<file path="config.mk">
export PLATFORM = sky130hd
export DESIGN_NAME = scroll_digit_driver
export DESIGN_NICKNAME = d
export VERILOG_FILES = /design/src/rtl/scroll_digit_driver_pkg.sv /design/src/rtl/scroll_digit_driver_tick_divider.sv /design/src/rtl/scroll_digit_driver.sv
export SDC_FILE = /design/constraint.sdc
export NUM_CORES = 1
export LEC_CHECK = 0
export BUFFER_PORTS_ARGS = -buffer_cell sky130_fd_sc_hd__buf_2
export CAP_MARGIN = 20
export CORE_ASPECT_RATIO = 0.8
export CORE_MARGIN = 2
export CORE_UTILIZATION = 50
export CTS_CLUSTER_DIAMETER = 50
export DETAILED_ROUTE_END_ITERATION = 6
export PLACE_DENSITY = 0.73
export SYNTH_ARGS = -nofsm -noshare
export SYNTH_HDL_FRONTEND = slang
export SYNTH_HIERARCHICAL = 1
export SYNTH_SLANG_ARGS = --single-unit
</file>
<file path="constraint.sdc">
create_clock -name clk -period 2.9 [get_ports clk]
set_input_delay 0 -clock clk [delete_from_list [all_inputs] [get_ports clk]]
set_output_delay 0 -clock clk [all_outputs]
set_load 0.02 [all_outputs]
</file>
<file path="src/rtl/scroll_digit_driver_pkg.sv">
// Shared constants, types and helpers for the scroll display digit driver.
// Used by scroll_digit_driver and tick_divider.
package scroll_digit_driver_pkg;

  localparam int DEF_NUM_DIGITS  = 4;
  localparam int DEF_MSG_LEN     = 16;
  localparam int DEF_REFRESH_DIV = 100000;
  localparam int DEF_SCROLL_DIV  = 50000000;

  // Widest anode bank supported; callers slice down to their own digit count.
  localparam logic [7:0] ANODES_OFF = 8'hFF;

  typedef enum logic {
    DIR_INC = 1'b0,
    DIR_DEC = 1'b1
  } scroll_dir_e;

  function automatic int cnt_width(input int div);
    return (div < 2) ? 1 : $clog2(div);
  endfunction

endpackage

</file>
<file path="src/rtl/scroll_digit_driver_tick_divider.sv">
// Free-running modulo-DIV counter with an enable; tick is high on the
// terminal count of an enabled cycle, and the count holds while en=0.
module tick_divider
  import scroll_digit_driver_pkg::*;
#(
  parameter int DIV = 4
) (
  input  logic clk,
  input  logic rst,
  input  logic en,
  output logic tick
);

  localparam int W = cnt_width(DIV);

  logic [W-1:0] cnt_q, cnt_d;

  always_comb begin
    tick  = en && (cnt_q == W'(DIV - 1));
    cnt_d = cnt_q;
    if (en) cnt_d = tick ? '0 : cnt_q + W'(1);
  end

  // NOTE: state registers use non-blocking assignments so every flop samples pre-edge values.
  always_ff @(posedge clk or posedge rst) begin
    if (rst) cnt_q <= '0;
    else     cnt_q <= cnt_d;
  end

endmodule

</file>
<file path="src/rtl/scroll_digit_driver.sv">
// Scrolling multiplexed digit driver: message buffer, anode scan and window offset.
// Optional SCROLL_DIR_EN adds a scroll_dir input allowing pos to decrement.
module scroll_digit_driver
  import scroll_digit_driver_pkg::*;
#(
  parameter int NUM_DIGITS  = DEF_NUM_DIGITS,
  parameter int MSG_LEN     = DEF_MSG_LEN,
  parameter int REFRESH_DIV = DEF_REFRESH_DIV,
  parameter int SCROLL_DIV  = DEF_SCROLL_DIV
) (
  input  logic                  clk,
  input  logic                  rst,
  input  logic                  wr_en,
  input  logic [3:0]            wr_addr,
  input  logic [3:0]            wr_data,
`ifdef SCROLL_DIR_EN
  input  logic                  scroll_dir,
`endif
  input  logic                  scroll_en,
  output logic [3:0]            hex_out,
  output logic [NUM_DIGITS-1:0] an,
  output logic [3:0]            pos
);

  localparam int DW = cnt_width(NUM_DIGITS);
  localparam int AW = cnt_width(MSG_LEN);

  logic rfr_tick, scr_tick;

  tick_divider #(.DIV(REFRESH_DIV)) u_refresh (
    .clk (clk), .rst (rst), .en (1'b1), .tick (rfr_tick)
  );

  tick_divider #(.DIV(SCROLL_DIV)) u_scroll (
    .clk (clk), .rst (rst), .en (scroll_en), .tick (scr_tick)
  );

  logic [3:0]            msg_q [MSG_LEN];
  logic [DW-1:0]         d_q, d_d, d_next;
  logic                  lit_q, lit_d;
  logic [3:0]            pos_q, pos_d;
  logic [NUM_DIGITS-1:0] an_q, an_d;
  logic [3:0]            hex_q, hex_d;
  logic [5:0]            fetch_sum;
  logic [5:0]            fetch_idx;
  logic                  wr_ok;
  scroll_dir_e           dir;

  always_comb begin
`ifdef SCROLL_DIR_EN
    dir = scroll_dir_e'(scroll_dir);
`else
    dir = DIR_INC;
`endif
  end

  assign wr_ok = wr_en && ({1'b0, wr_addr} < 5'(MSG_LEN));

  always_comb begin
    d_d   = d_q;
    lit_d = lit_q;
    pos_d = pos_q;
    an_d  = an_q;
    hex_d = hex_q;

    // Until the first refresh tick nothing is lit, so that tick lands on digit 0.
    if (!lit_q)                            d_next = '0;
    else if (d_q == DW'(NUM_DIGITS - 1))   d_next = '0;
    else                                   d_next = d_q + DW'(1);

    // Leftmost digit (index NUM_DIGITS-1) shows msg[pos]; wrap modulo MSG_LEN.
    fetch_sum = 6'(pos_q) + 6'(NUM_DIGITS - 1) - 6'(d_next);
    fetch_idx = (fetch_sum >= 6'(MSG_LEN)) ? fetch_sum - 6'(MSG_LEN) : fetch_sum;

    if (rfr_tick) begin
      d_d   = d_next;
      lit_d = 1'b1;
      an_d  = ~(NUM_DIGITS'(1) << d_next);
      hex_d = msg_q[AW'(fetch_idx)];
    end

    if (scr_tick) begin
      if (dir == DIR_DEC) pos_d = (pos_q == 4'd0) ? 4'(MSG_LEN - 1) : pos_q - 4'd1;
      else                pos_d = (pos_q == 4'(MSG_LEN - 1)) ? 4'd0 : pos_q + 4'd1;
    end
  end

  always_ff @(posedge clk or posedge rst) begin
    if (rst) begin
      d_q   <= '0;
      lit_q <= 1'b0;
      pos_q <= '0;
      an_q  <= ANODES_OFF[NUM_DIGITS-1:0];
      hex_q <= 4'h0;
    end else begin
      d_q   <= d_d;
      lit_q <= lit_d;
      pos_q <= pos_d;
      an_q  <= an_d;
      hex_q <= hex_d;
    end
  end

  // NOTE: the message buffer is reset because a cleared display after reset is visible behaviour.
  always_ff @(posedge clk or posedge rst) begin
    if (rst) begin
      for (int i = 0; i < MSG_LEN; i++) msg_q[i] <= 4'h0;
    end else if (wr_ok) begin
      msg_q[AW'(wr_addr)] <= wr_data;
    end
  end

  assign hex_out = hex_q;
  assign an      = an_q;
  assign pos     = pos_q;

endmodule

</file>
### After elaboration in Yosys (flattened, before gate mapping)

Cells that the tools add are included.

| word-level totals | value |
|---|---|
| register bits after elaboration | 122 |
| input bits | 12 |

| cells by class | value |
|---|---|
| shifts and indexed selects | 1 |
| bitwise gates (word level) | 3 |
| reduce and logical (&&, ||, !) cells | 2 |
| eq/ne operators | 4 |
| mux-type cells | 12 |
| order comparisons | 4 |
| add/subtract/negate cells | 7 |

Operators with widths:

| cell | number |
|---|---|
| bitwise mux 64 bit | 1 |
| adder 26 x 1 -> 26 bit (second input constant) | 1 |
| == test 26 bit (second input constant) | 1 |
| 2-to-1 mux 26 bit | 1 |
| 2-to-1 mux 4 bit | 5 |
| adder 17 x 1 -> 17 bit (second input constant) | 1 |
| == test 17 bit (second input constant) | 1 |
| 2-to-1 mux 17 bit | 1 |
| binary-select mux 4 bit (select 4 bit) | 1 |
| demux 4 bit (select 4 bit) | 1 |
| >= comparator 5 bit (second input constant) | 2 |
| inverter 4 -> 5 bit | 2 |
| >= comparator 6 x 5 -> 1 bit (second input constant) | 1 |
| subtractor 5 x 2 -> 6 bit | 1 |
| adder 4 x 2 -> 5 bit (second input constant) | 1 |
| less-than comparator 5 x 1 -> 1 bit (second input constant) | 1 |
| adder 4 x 1 -> 4 bit (second input constant) | 1 |
| == test 4 bit (second input constant) | 1 |
| 2-to-1 mux 2 bit | 2 |
| inverter 4 bit | 1 |
| left shift 1 x 2 -> 4 bit (first input constant) | 1 |
| subtractor 4 x 1 -> 4 bit (second input constant) | 1 |
| adder 2 x 1 -> 2 bit (second input constant) | 1 |
| == test 2 bit (second input constant) | 1 |
| logical AND 1 bit | 2 |

### Logic depth before layout (Yosys ltp)

Gate-level depths: netlist of the first run.

| logic depth | value |
|---|---|
| depth after elaboration | 10 |
| mapped depth | 13 |
| gate-level depth less buffers | 11 |

### By module

The synthesis of the first run kept the hierarchy.

Modules (own cells, without submodules):

| module | cells each | area each (µm²) | times used | sequential area each (µm²) |
|---|---|---|---|---|
| scroll_digit_driver | 254 | 3732.3 | 1 | 1981.9 |
| tick_divider at u_scroll | 131 | 1378.8 | 1 | 650.6 |
| tick_divider at u_refresh | 79 | 835.8 | 1 | 425.4 |

### Least setup slack after synthesis of the first run

OpenSTA, ideal clock, no wires.

| timing path | value |
|---|---|
| path kind | flip-flop to flip-flop |
| start | register d_q[0] |
| end | register hex_q[1], in the netlist hex_out[1] |
| clock period less this slack | 2.990 ns |
| required time | 2.776 ns |
| library setup time | 0.124 ns |
| slack | -0.090 ns |
| arrival time | 2.866 ns |
| cell stages (with the launch flop) | 14 |
| cell sequence | dfrtp_1 -> ha_1 -> nor3b_1 -> inv_1 -> ha_1 -> ha_1 -> inv_1 -> fa_1 -> buf_6 -> buf_8 -> mux4_2 -> mux2i_1 -> nor2_1 -> a211o_1 |

| between the ends | value |
|---|---|
| word-level cells in the longest chain between the ends | 10 |
| elaborated cells on any way between the ends | 12 |

RTL lines:

| item | line | RTL |
|---|---|---|
| start: declaration | scroll_digit_driver.sv:39 | `logic [DW-1:0] d_q, d_d, d_next;` |
| start signal: assignment | scroll_digit_driver.sv:90 | `d_q <= '0;` |
| start signal: assignment | scroll_digit_driver.sv:96 | `d_q <= d_d;` |
| adder 2 x 1 -> 2 bit or == test 2 bit (tied branches) | scroll_digit_driver.sv:69, scroll_digit_driver.sv:68 |  |
| 2-to-1 mux 2 bit (*) | scroll_digit_driver.sv:68 | `else if (d_q == DW'(NUM_DIGITS - 1)) d_next = '0;` |
| 2-to-1 mux 2 bit (*) | scroll_digit_driver.sv:67 | `if (!lit_q) d_next = '0;` |
| subtractor 5 x 2 -> 6 bit (*) | scroll_digit_driver.sv:72 | `fetch_sum = 6'(pos_q) + 6'(NUM_DIGITS - 1) - 6'(d_next);` |
| >= comparator 6 x 5 -> 1 bit or subtractor 4 x 1 -> 4 bit (tied branches) | scroll_digit_driver.sv:73 | `fetch_idx = (fetch_sum >= 6'(MSG_LEN)) ? fetch_sum - 6'(MSG_LEN) : fetch_sum;` |
| 2-to-1 mux 4 bit (*) | scroll_digit_driver.sv:73 |  |
| inverter 4 -> 5 bit (implied by the code) (*) | scroll_digit_driver.sv:79 | `hex_d = msg_q[AW'(fetch_idx)];` |
| binary-select mux 4 bit (select 4 bit) (*) | scroll_digit_driver.sv:79 |  |
| 2-to-1 mux 4 bit (implied by the code) (*) (2 in a row) | scroll_digit_driver.sv:79 |  |
| end signal: assignment | scroll_digit_driver.sv:94 | `hex_q <= 4'h0;` |
| end signal: assignment | scroll_digit_driver.sv:100 | `hex_q <= hex_d;` |
| end: declaration | scroll_digit_driver.sv:43 | `logic [3:0] hex_q, hex_d;` |

Mark *: on every way between the ends. The rest lies on a longest branch, timed or not. The select of a mux whose other input is x is not followed.
A chain may end at the register's enable or synchronous reset.

### Worst setup path after layout of the first run

| timing path | value |
|---|---|
| start | register d_q[1] |
| end | register hex_q[0], in the netlist hex_out[0] |

Same word-level chain as after synthesis.

==> results.toml, run 1 <==
[cts]
cts_tree = "done"
cts_root_buf = "clkbuf_16"
ctsLongestPathBuffers = 2
h-tree-depth = 4
numCtsBuffers = 17
clk_pin_slew_ps = 60
clock_latency_ps = 410
numClockSinks = 122

[global_routing]
grt_usage_pct = 21.8
grt-ovfl-total = 0
antenna_found_initial = 0
grt_first_pass_wirelength_um = 21300
grt_pass1_vias = 4139
grt_max_degree = 44

[setup_path]
cp_slowest_cell = "fa_1"
cp_common_cell = "ha_4"
reg2reg_from = "d_q[1]"
rrSetupSlack_ps = -90
arrival_ps = 3290
r2r_cells = 14
critPathKind = "reg2reg"
crit_path_end_kind = "register"
start_kind = "register"
path_cells = "ha_4, nor3b_4, inv_2, ha_4, ha_4, inv_2, fa_1, buf_12, buf_8, buf_6, mux4_2, mux2i_1, nor2_1, a211o_1"
cp_data_required_time_ps = 3190
cp_max_fo = 6
cpPeakStageDelay_ps = 450
r2r_end = "hex_out[0]"

[die]
boundaryPins = 24
initial_core_util_pct = 51.4
dieWidth_um = 126
die_area_sq_um = 12800
core_sq_um = 11600
std_cell_rows = 35
die_h_um = 102

[logic_synthesis]
avgSynthCellArea_sq_um = 12.8
yosys_warnings = 6
ys_seq_area_share_pct = 51.4
ys_dominant_reg_cell = "dfrtp_1"
async_reset_ff_share_pct = 100
ys_ff_latch = 122
synth-edff-count = 0
synth_fp_nets = 484
synth.distinct_cells = 54
netlist_area_sq_um = 5950
synthCells = 464

[routing]
wirelength_um = 12600
vias = 3901
wl_per_cell_um = 18.6
drt_pass1_iterations = 4
drtAntennaViolNets = 0
drt_iter0_drc = 298
drc = 0
viasPerCell = 5.80

[sta]
clock_skew_ps = 9.51
finalCritPeriodShare_pct = 103
hold_violations = 0
finalCriticalPeriod_ps = 2990
hold_slack_ps = 87.1
slew_headroom_pct = 46.9
rsz0062_at_grt = "yes"
maxSlewViolCount = 0
worstMarginPinSlew_ps = 795
fin_ws_ps = -94.9
finalSetupViolCount = 4
max_freq_mhz = 334

[cells_and_area]
diodes = 0
area_growth_pct = 18.1
nFillCells = 898
stdcell_count = 673
drive_above_1_share_pct = 34.7
mostFrequentLayoutCells = "118 x dfrtp_1, 66 x mux2_2, 42 x nor2_1, 23 x buf_2, 21 x xnor2_1"
mostFrequentLayoutCell = "dfrtp_1"
fin_nets = 532

[place]
place_congestion = 0.811
place_inst = 631
port_buffers = 23
dp_slack_ps = -151
dpl.hpwl_um = 8460

[worst_hold_path]
min_to = "msg_q[11]"
hold_depth = 2
min_from = "wr_data[3]"
hp-class = "in2reg"

[status]
failed_checks = "negative setup slack"
status = "finished with violations"

[pwr]
powerDensity_nw_per_um2 = 701
ir_drop_v = 0.000427
leakagePower_nw = 3.21

[run]
timing.max_cap.violations = 0
## sequential cells by signal, summed over array words and instances (netlist names)
signal and count:
an 4, hex_out 4, msg_q 64, d_q 2, pos 4, lit_q 1, u_refresh/cnt_q 17, u_scroll/cnt_q 26
## critical path: cells and delay by family (launching register included)
kind            cells  cell delay (ps)
fa+ha+maj           4              950
buf+inv             5              550
mux                 2              470
flops               1              410
simple gates        2              260
compound gates      1              260
## how the worst max path moves through the flow
stage | start | end
floorplan | d_q[0] | hex_out[1]
global placement | d_q[1] | hex_out[1]
detailed placement | d_q[1] | hex_out[0]
CTS | d_q[0] | hex_out[0]
global route | d_q[1] | hex_out[1]
finish | d_q[1] | hex_out[0]
## power breakdown
part	switching (mW)	total [mW]	internal (mW)
registers	0.229	2.22	1.99
logic	0.224	0.561	0.337
clock network	0.753	2.15	1.39
total	1.21	4.92	3.72
## what timing repair did
item,4_1_cts,5_1_grt
gates resized for setup,20,3
buffers inserted,6,1
pin swaps,10,8
hold buffers,2,0
endpoints found under the hold margin,82,0
endpoints found under the setup margin,4,4
## cell families after synthesis
logic type	after synthesis	synth area share, %
DFF	122	51.4
other	1	0.0631
adders and majority gates	8	1.81
and+or+nand+nor	148	14.5
buffers and inverters	29	2.71
AOI/OAI and AO/OA	28	3.13
muxes	95	21.5
xor gates and xnor gates	33	4.86
## per-stage QoR
step | cell area (sq um) | power, mW | setup TNS [ps] | util, %
2_1_floorplan | 5950 | 2.60 | -13.3 | -
5_1_grt | 7030 | 5.14 | -704 | 60.8
3_3_place_gp | 6260 | 2.73 | -226 | 54.2
4_1_cts | 6970 | 4.95 | -565 | 60.3
6_report | 7030 | 4.92 | -289 | 60.8
3_5_place_dp | 6260 | 2.77 | -403 | 54.2
## final cells by class
class | instances | area, sq um | share of cell area (%)
flip-flops and latches | 122 | 3060 | 43.5
multi-input cells | 313 | 2780 | 39.5
clock buffers | 21 | 460 | 6.55
repair buffers | 44 | 347 | 4.93
well taps | 148 | 185 | 2.64
clock inverters | 11 | 145 | 2.07
inverters | 14 | 52.6 | 0.748
## layer usage
layer | global-route usage, % | wire length, um | vias up
met5 | 0 | 0 | -
met4 | 7.69 | 128 | 0
met3 | 6.66 | 628 | 12
met2 | 32.8 | 5860 | 83
met1 | 30.5 | 5930 | 2016
li1 | - | - | 1790
## Yosys cell counts (all sizes together), types with 7 or more instances
| cell | count | area (sq um) |
|---|---|---|
| dfrtp | 118 | 2950 |
| mux2 | 66 | 743 |
| nor2 | 44 | 170 |
| nand4 | 23 | 184 |
| xnor2 | 21 | 184 |
| nand2 | 18 | 67.6 |
| mux4 | 16 | 405 |
| nand3 | 16 | 80.1 |
| inv | 14 | 52.6 |
| mux2i | 13 | 130 |
| xor2 | 12 | 105 |
| o21ai | 10 | 50.0 |
| buf | 9 | 86.3 |
| nor4 | 9 | 77.6 |
| ha | 7 | 87.6 |
Power figures use the tool's default switching activity.
==> run 2: changes to the inputs <==
CORE_MARGIN = unset   (was 2)
==> run 2 against run 1 <==
Net effect:
- the flow still finishes with violations (negative setup slack)
- sequential cell count unchanged
- hold slack worse by 16 ps
- clock-buffer cell count down 2
- sequential power about the same
- sequential share of layout area up 0.12 points
- cell area down 0.27%
- non-clock buffer count down 2
- largest cell class unchanged
- critical endpoint is now hex_out[1]
- first-iteration DRC count up 0.34%
- largest power group unchanged
- total power down 1.7%
- combinational power down 2%
- die area down 3.5%
==> results.toml, run 2 (synthesis results as in run 1) <==
[setup_path]
cp_data_required_time_ps = 3200
cp_slowest_cell = "fa_2"
r2r_end = "hex_out[1]"
critPathKind = "reg2reg"
rrSetupSlack_ps = -110
reg2reg_from = "d_q[1]"
cp.depth = 11
crit_path_end = "hex_out[1]"
cpPeakStageDelay_ps = 600
cp_common_cell = "ha_4"
crit_path_end_kind = "register"
path_cells = "ha_4, nand2_4, ha_4, ha_4, inv_2, fa_2, buf_12, mux4_2, mux2i_1, nor2_1, a211o_1"
cp_max_fo = 5
start_kind = "register"
arrival_ps = 3300
path_buf_inv = 2
crit_family = "adder cells"
crit_start = "d_q[1]"
r2r_cells = 11

[routing]
drtAntennaViolNets = 0
drc = 0
vias = 3856
viasPerCell = 5.75
drt_iter0_drc = 299
wirelength_um = 12000
wl_per_cell_um = 17.8
drt_pass1_iterations = 4

[run]
timing.max_cap.violations = 0

[sta]
finalSetupViolCount = 4
rsz0062_at_grt = "yes"
finalCritPeriodShare_pct = 104
finalCriticalPeriod_ps = 3010
slew_headroom_pct = 46.3
worstMarginPinSlew_ps = 804
fin_ws_ps = -106
maxSlewViolCount = 0
clock_skew_ps = 6.38
hold_violations = 0
max_freq_mhz = 333

[die]
core_sq_um = 11600
die_area_sq_um = 12300
boundaryPins = 24
initial_core_util_pct = 51.4
std_cell_rows = 35
dieWidth_um = 124
die_h_um = 99.5

[pwr]
swShare_pct = 24.9
power.internal_mw = 3.64
clockPowerShare_pct = 43.2
finalPower_mw = 4.84
power.switching_mw = 1.20
powerDensity_nw_per_um2 = 691
leakagePower_nw = 3.20
seq_power_share_pct = 45.4
ir_drop_v = 0.000588
p_comb_share_pct = 11.4

[cells_and_area]
multiInputGateArea_sq_um = 2770
nFillCells = 887
largest_reg_flops = 64
regArea_sq_um = 3060
area_growth_pct = 17.8
drive_above_1_share_pct = 35.2
diodes = 0
top_register = "msg_q"
mostFrequentLayoutCells = "118 x dfrtp_1, 66 x mux2_2, 42 x nor2_1, 23 x buf_2, 21 x xnor2_1"
mostFrequentLayoutCell = "dfrtp_1"
reg.largest.list = "msg_q: 64 flops, u_scroll/cnt_q: 26 flops, u_refresh/cnt_q: 17 flops"
stdcell_count = 671
fin_nets = 530

[worst_hold_path]
hp-class = "in2reg"
min_from = "wr_data[3]"

[cts]
clk_pin_slew_ps = 60
cts_tree = "done"
clock_latency_ps = 410
cts_root_buf = "clkbuf_16"
ctsLongestPathBuffers = 2
h-tree-depth = 4
numClockSinks = 122
numCtsBuffers = 17

[global_routing]
grt_max_degree = 43
grt_first_pass_wirelength_um = 20300
grt_pass1_vias = 3916
grt_usage_pct = 22.0
antenna_found_initial = 0
grt-ovfl-total = 0

[status]
failed_checks = "negative setup slack"
status = "finished with violations"

[place]
dpl.hpwl_um = 8180
place_congestion = 0.809
place_inst = 630
port_buffers = 23
## run 2: cell count changes in the layout (fill, tap and decap cells not counted), sizes merged
cell	previous run	this run
buf	42	39
inv	14	16
bufinv	3	2
clkbuf	21	20
clkinvlp	3	4
## run 2: stage by stage
| step | instance area, sq um | hold WS [ps] | util [%] | TNS, ps | worst slack (ps) |
|---|---|---|---|---|---|
| 2_1_floorplan | 5950 | -73.9 | - | -13.3 | -6.67 |
| 3_3_place_gp | 6260 | 138 | 54.1 | -230 | -79.4 |
| 3_5_place_dp | 6260 | 153 | 54.1 | -491 | -176 |
| 4_1_cts | 6970 | 60.7 | 60.3 | -338 | -116 |
| 5_1_grt | 7010 | 88.4 | 60.6 | -647 | -191 |
| 6_report | 7010 | 70.9 | 60.6 | -289 | -106 |
## run 2: cell type report
| class | instances | share of cell area [%] |
|---|---|---|
| clock buffers | 19 | 6.46 |
| clock inverters | 13 | 2.05 |
| inverters | 14 | 0.750 |
| multi-input cells | 313 | 39.5 |
| flip-flops and latches | 122 | 43.6 |
| well taps | 148 | 2.64 |
| repair buffers | 42 | 4.93 |
## run 2: power by group through the flow
stage                     registers, mW  logic, mW  clock network [mW]
after floorplan                    2.14      0.459                   0
after global placement             2.20      0.517                   0
after detailed placement           2.21      0.546                   0
after CTS                          2.19      0.554                2.12
after global routing               2.23      0.610                2.20
final                              2.20      0.552                2.09
## run 2: per-layer routing
metal	GRT usage (%)	vias to the layer above	share of wire, %
met5	0	-	0
met4	6.04	0	0.94
met3	6.08	11	4.1
met2	32.3	77	46
met1	32.1	1972	49
li1	-	1796	-
## run 2: timing repair
item                       in CTS  in global routing
hold endpoints to repair       83                  0
pin swaps                      11                 10
hold buffers                    2                  0
setup buffers                   4                  1
gates cloned                    1                  0
setup endpoints to repair       4                  4
gates resized for setup        21                  3
## run 2: how the worst min path moves through the flow
stage,end,cells after the start
2_1_floorplan,u_refresh/cnt_q[0],1
3_3_place_gp,u_refresh/cnt_q[0],2
3_5_place_dp,u_refresh/cnt_q[2],2
4_1_cts,msg_q[20],2
5_1_grt,msg_q[31],2
6_report,msg_q[31],2
==> run 3: changes to the inputs <==
GPL_TIMING_DRIVEN = 0   (was unset)
==> run 3 against run 2 <==
Net effect:
- clock power increased by 2%
- cell area increased by 1.3%
- clock skew about the same
- the flow still finishes with violations (negative setup slack)
- fmax decreased by 1.4%
- die area unchanged
- non-clock buffer count increased by 11
- combinational power increased by 5.8%
- register-to-register slack got worse by 40 ps
- utilization increased by 0.78 points
- critical path depth increased by 1
- largest cell class unchanged
- via count increased by 2.2%
- worst setup slack got worse by 43 ps
==> results.toml, run 3 (synthesis results as in run 1) <==
[setup_path]
r2r_end = "hex_out[1]"
crit_path_end = "hex_out[1]"
reg2reg_from = "d_q[1]"
start_kind = "register"
r2r_cells = 12
crit_start = "d_q[1]"
crit_path_end_kind = "register"
rrSetupSlack_ps = -150
cp_data_required_time_ps = 3190
cp_max_fo = 8
arrival_ps = 3340
critPathKind = "reg2reg"

[sta]
rsz0062_at_grt = "yes"
finalCritPeriodShare_pct = 105
hold_violations = 0
worstMarginPinSlew_ps = 680
slew_headroom_pct = 54.3
max_freq_mhz = 328
finalCriticalPeriod_ps = 3050
maxSlewViolCount = 0
clock_skew_ps = 6.23
finalSetupViolCount = 4
fin_ws_ps = -148
hold_slack_ps = 138

[cells_and_area]
reg.largest.list = "msg_q: 64 flops, u_scroll/cnt_q: 26 flops, u_refresh/cnt_q: 17 flops"
mostFrequentLayoutCell = "dfrtp_1"
drive_above_1_share_pct = 34.5
diodes = 0
fin_area_sq_um = 7100
mostFrequentLayoutCells = "118 x dfrtp_1, 66 x mux2_2, 42 x nor2_1, 26 x buf_2, 21 x xnor2_1"
top_register = "msg_q"
regArea_sq_um = 3060
multiInputGateArea_sq_um = 2780
largest_reg_flops = 64
fin_nets = 541
nFillCells = 898
area_growth_pct = 19.3

[cts]
cts_root_buf = "clkbuf_16"
h-tree-depth = 4
clk_pin_slew_ps = 50
cts_tree = "done"
ctsLongestPathBuffers = 2
numClockSinks = 122
numCtsBuffers = 17
clock_latency_ps = 410

[die]
core_sq_um = 11600
boundaryPins = 24
die_h_um = 99.5
std_cell_rows = 35
dieWidth_um = 124
die_area_sq_um = 12300
initial_core_util_pct = 51.4

[routing]
drt_pass1_iterations = 4
drtAntennaViolNets = 0
wl_per_cell_um = 18.5
viasPerCell = 5.78
wirelength_um = 12600
drc = 0
vias = 3941
drt_iter0_drc = 298

[place]
port_buffers = 23
place_congestion = 0.828
dpl.hpwl_um = 8230
place_area_sq_um = 6280

[pwr]
ir_drop_v = 0.000486
powerDensity_nw_per_um2 = 691
leakagePower_nw = 3.23
finalPower_mw = 4.91

[global_routing]
grt-ovfl-total = 0
grt_max_degree = 76
grt_pass1_vias = 3988
antenna_found_initial = 0
grt_usage_pct = 22.7
grt_first_pass_wirelength_um = 20800

[run]
timing.max_cap.violations = 0

[status]
failed_checks = "negative setup slack"
status = "finished with violations"

[worst_hold_path]
hp-class = "in2async"
run 3: layout make-up:
class                           count  share of cell area (%)
Clock inverter                     15                    2.47
Inverter                           14                   0.776
Multi-Input combinational cell    313                    39.2
Timing Repair Buffer               38                    4.27
Buffer                             15                    1.59
Tap cell                          148                    2.61
Sequential cell                   122                    43.1
Clock buffer                       17                    5.99
run 3: what timing repair did:
item | CTS | global route
buffers inserted | 3 | 3
cloned | 1 | 0
resized for setup | 16 | 6
hold buffers | 6 | 0
setup endpoints to repair | 4 | 4
endpoints found under the hold margin | 149 | 0
pin swaps | 1 | 2
run 3: through the flow:
stage / instances / setup slack, ps / util [%] / TNS (ps)
after floorplan: 464 / -6.67 / - / -13.3
after global placement: 635 / -264 / 54.1 / -832
after detailed placement: 636 / -302 / 54.3 / -1040
after CTS: 678 / -151 / 61.0 / -572
after global routing: 682 / -250 / 61.4 / -898
final: 682 / -148 / 61.4 / -517
run 3: worst min path at each step:
stage / depth (start not counted) / end / slack [ps] / start
3_5_place_dp: 2 / an[0] / 90 / rst
3_3_place_gp: 2 / u_refresh/cnt_q[10] / 140 / rst
4_1_cts: 4 / msg_q[59] / 180 / wr_addr[3]
2_1_floorplan: 1 / u_refresh/cnt_q[0] / -70 / rst
5_1_grt: 3 / u_scroll/cnt_q[14] / 180 / rst
6_report: 3 / u_scroll/cnt_q[17] / 140 / rst
run 3: critical path: stages (launching register included):
cell and delay [ps]:
dfrtp_1 410, ha_4 300, nand2_4 50, ha_4 280, ha_4 120, inv_2 30
fa_1 510, buf_8 170, buf_8 140, mux4_2 500, mux2i_1 140, nor2_1 60
a211o_1 220
run 3: power breakdown:
| group | internal [mW] | switching, mW |
|---|---|---|
| logic | 0.348 | 0.237 |
| registers | 1.98 | 0.203 |
| clock network | 1.35 | 0.785 |
| total | 3.68 | 1.23 |
run 3: per-layer routing:
layer	share of wire [%]	GRT usage (%)	up-vias
met5	0	0	-
met4	1.3	8.70	0
met3	4.0	5.10	17
met2	48	35.2	83
met1	47	31.2	2021
li1	-	-	1820
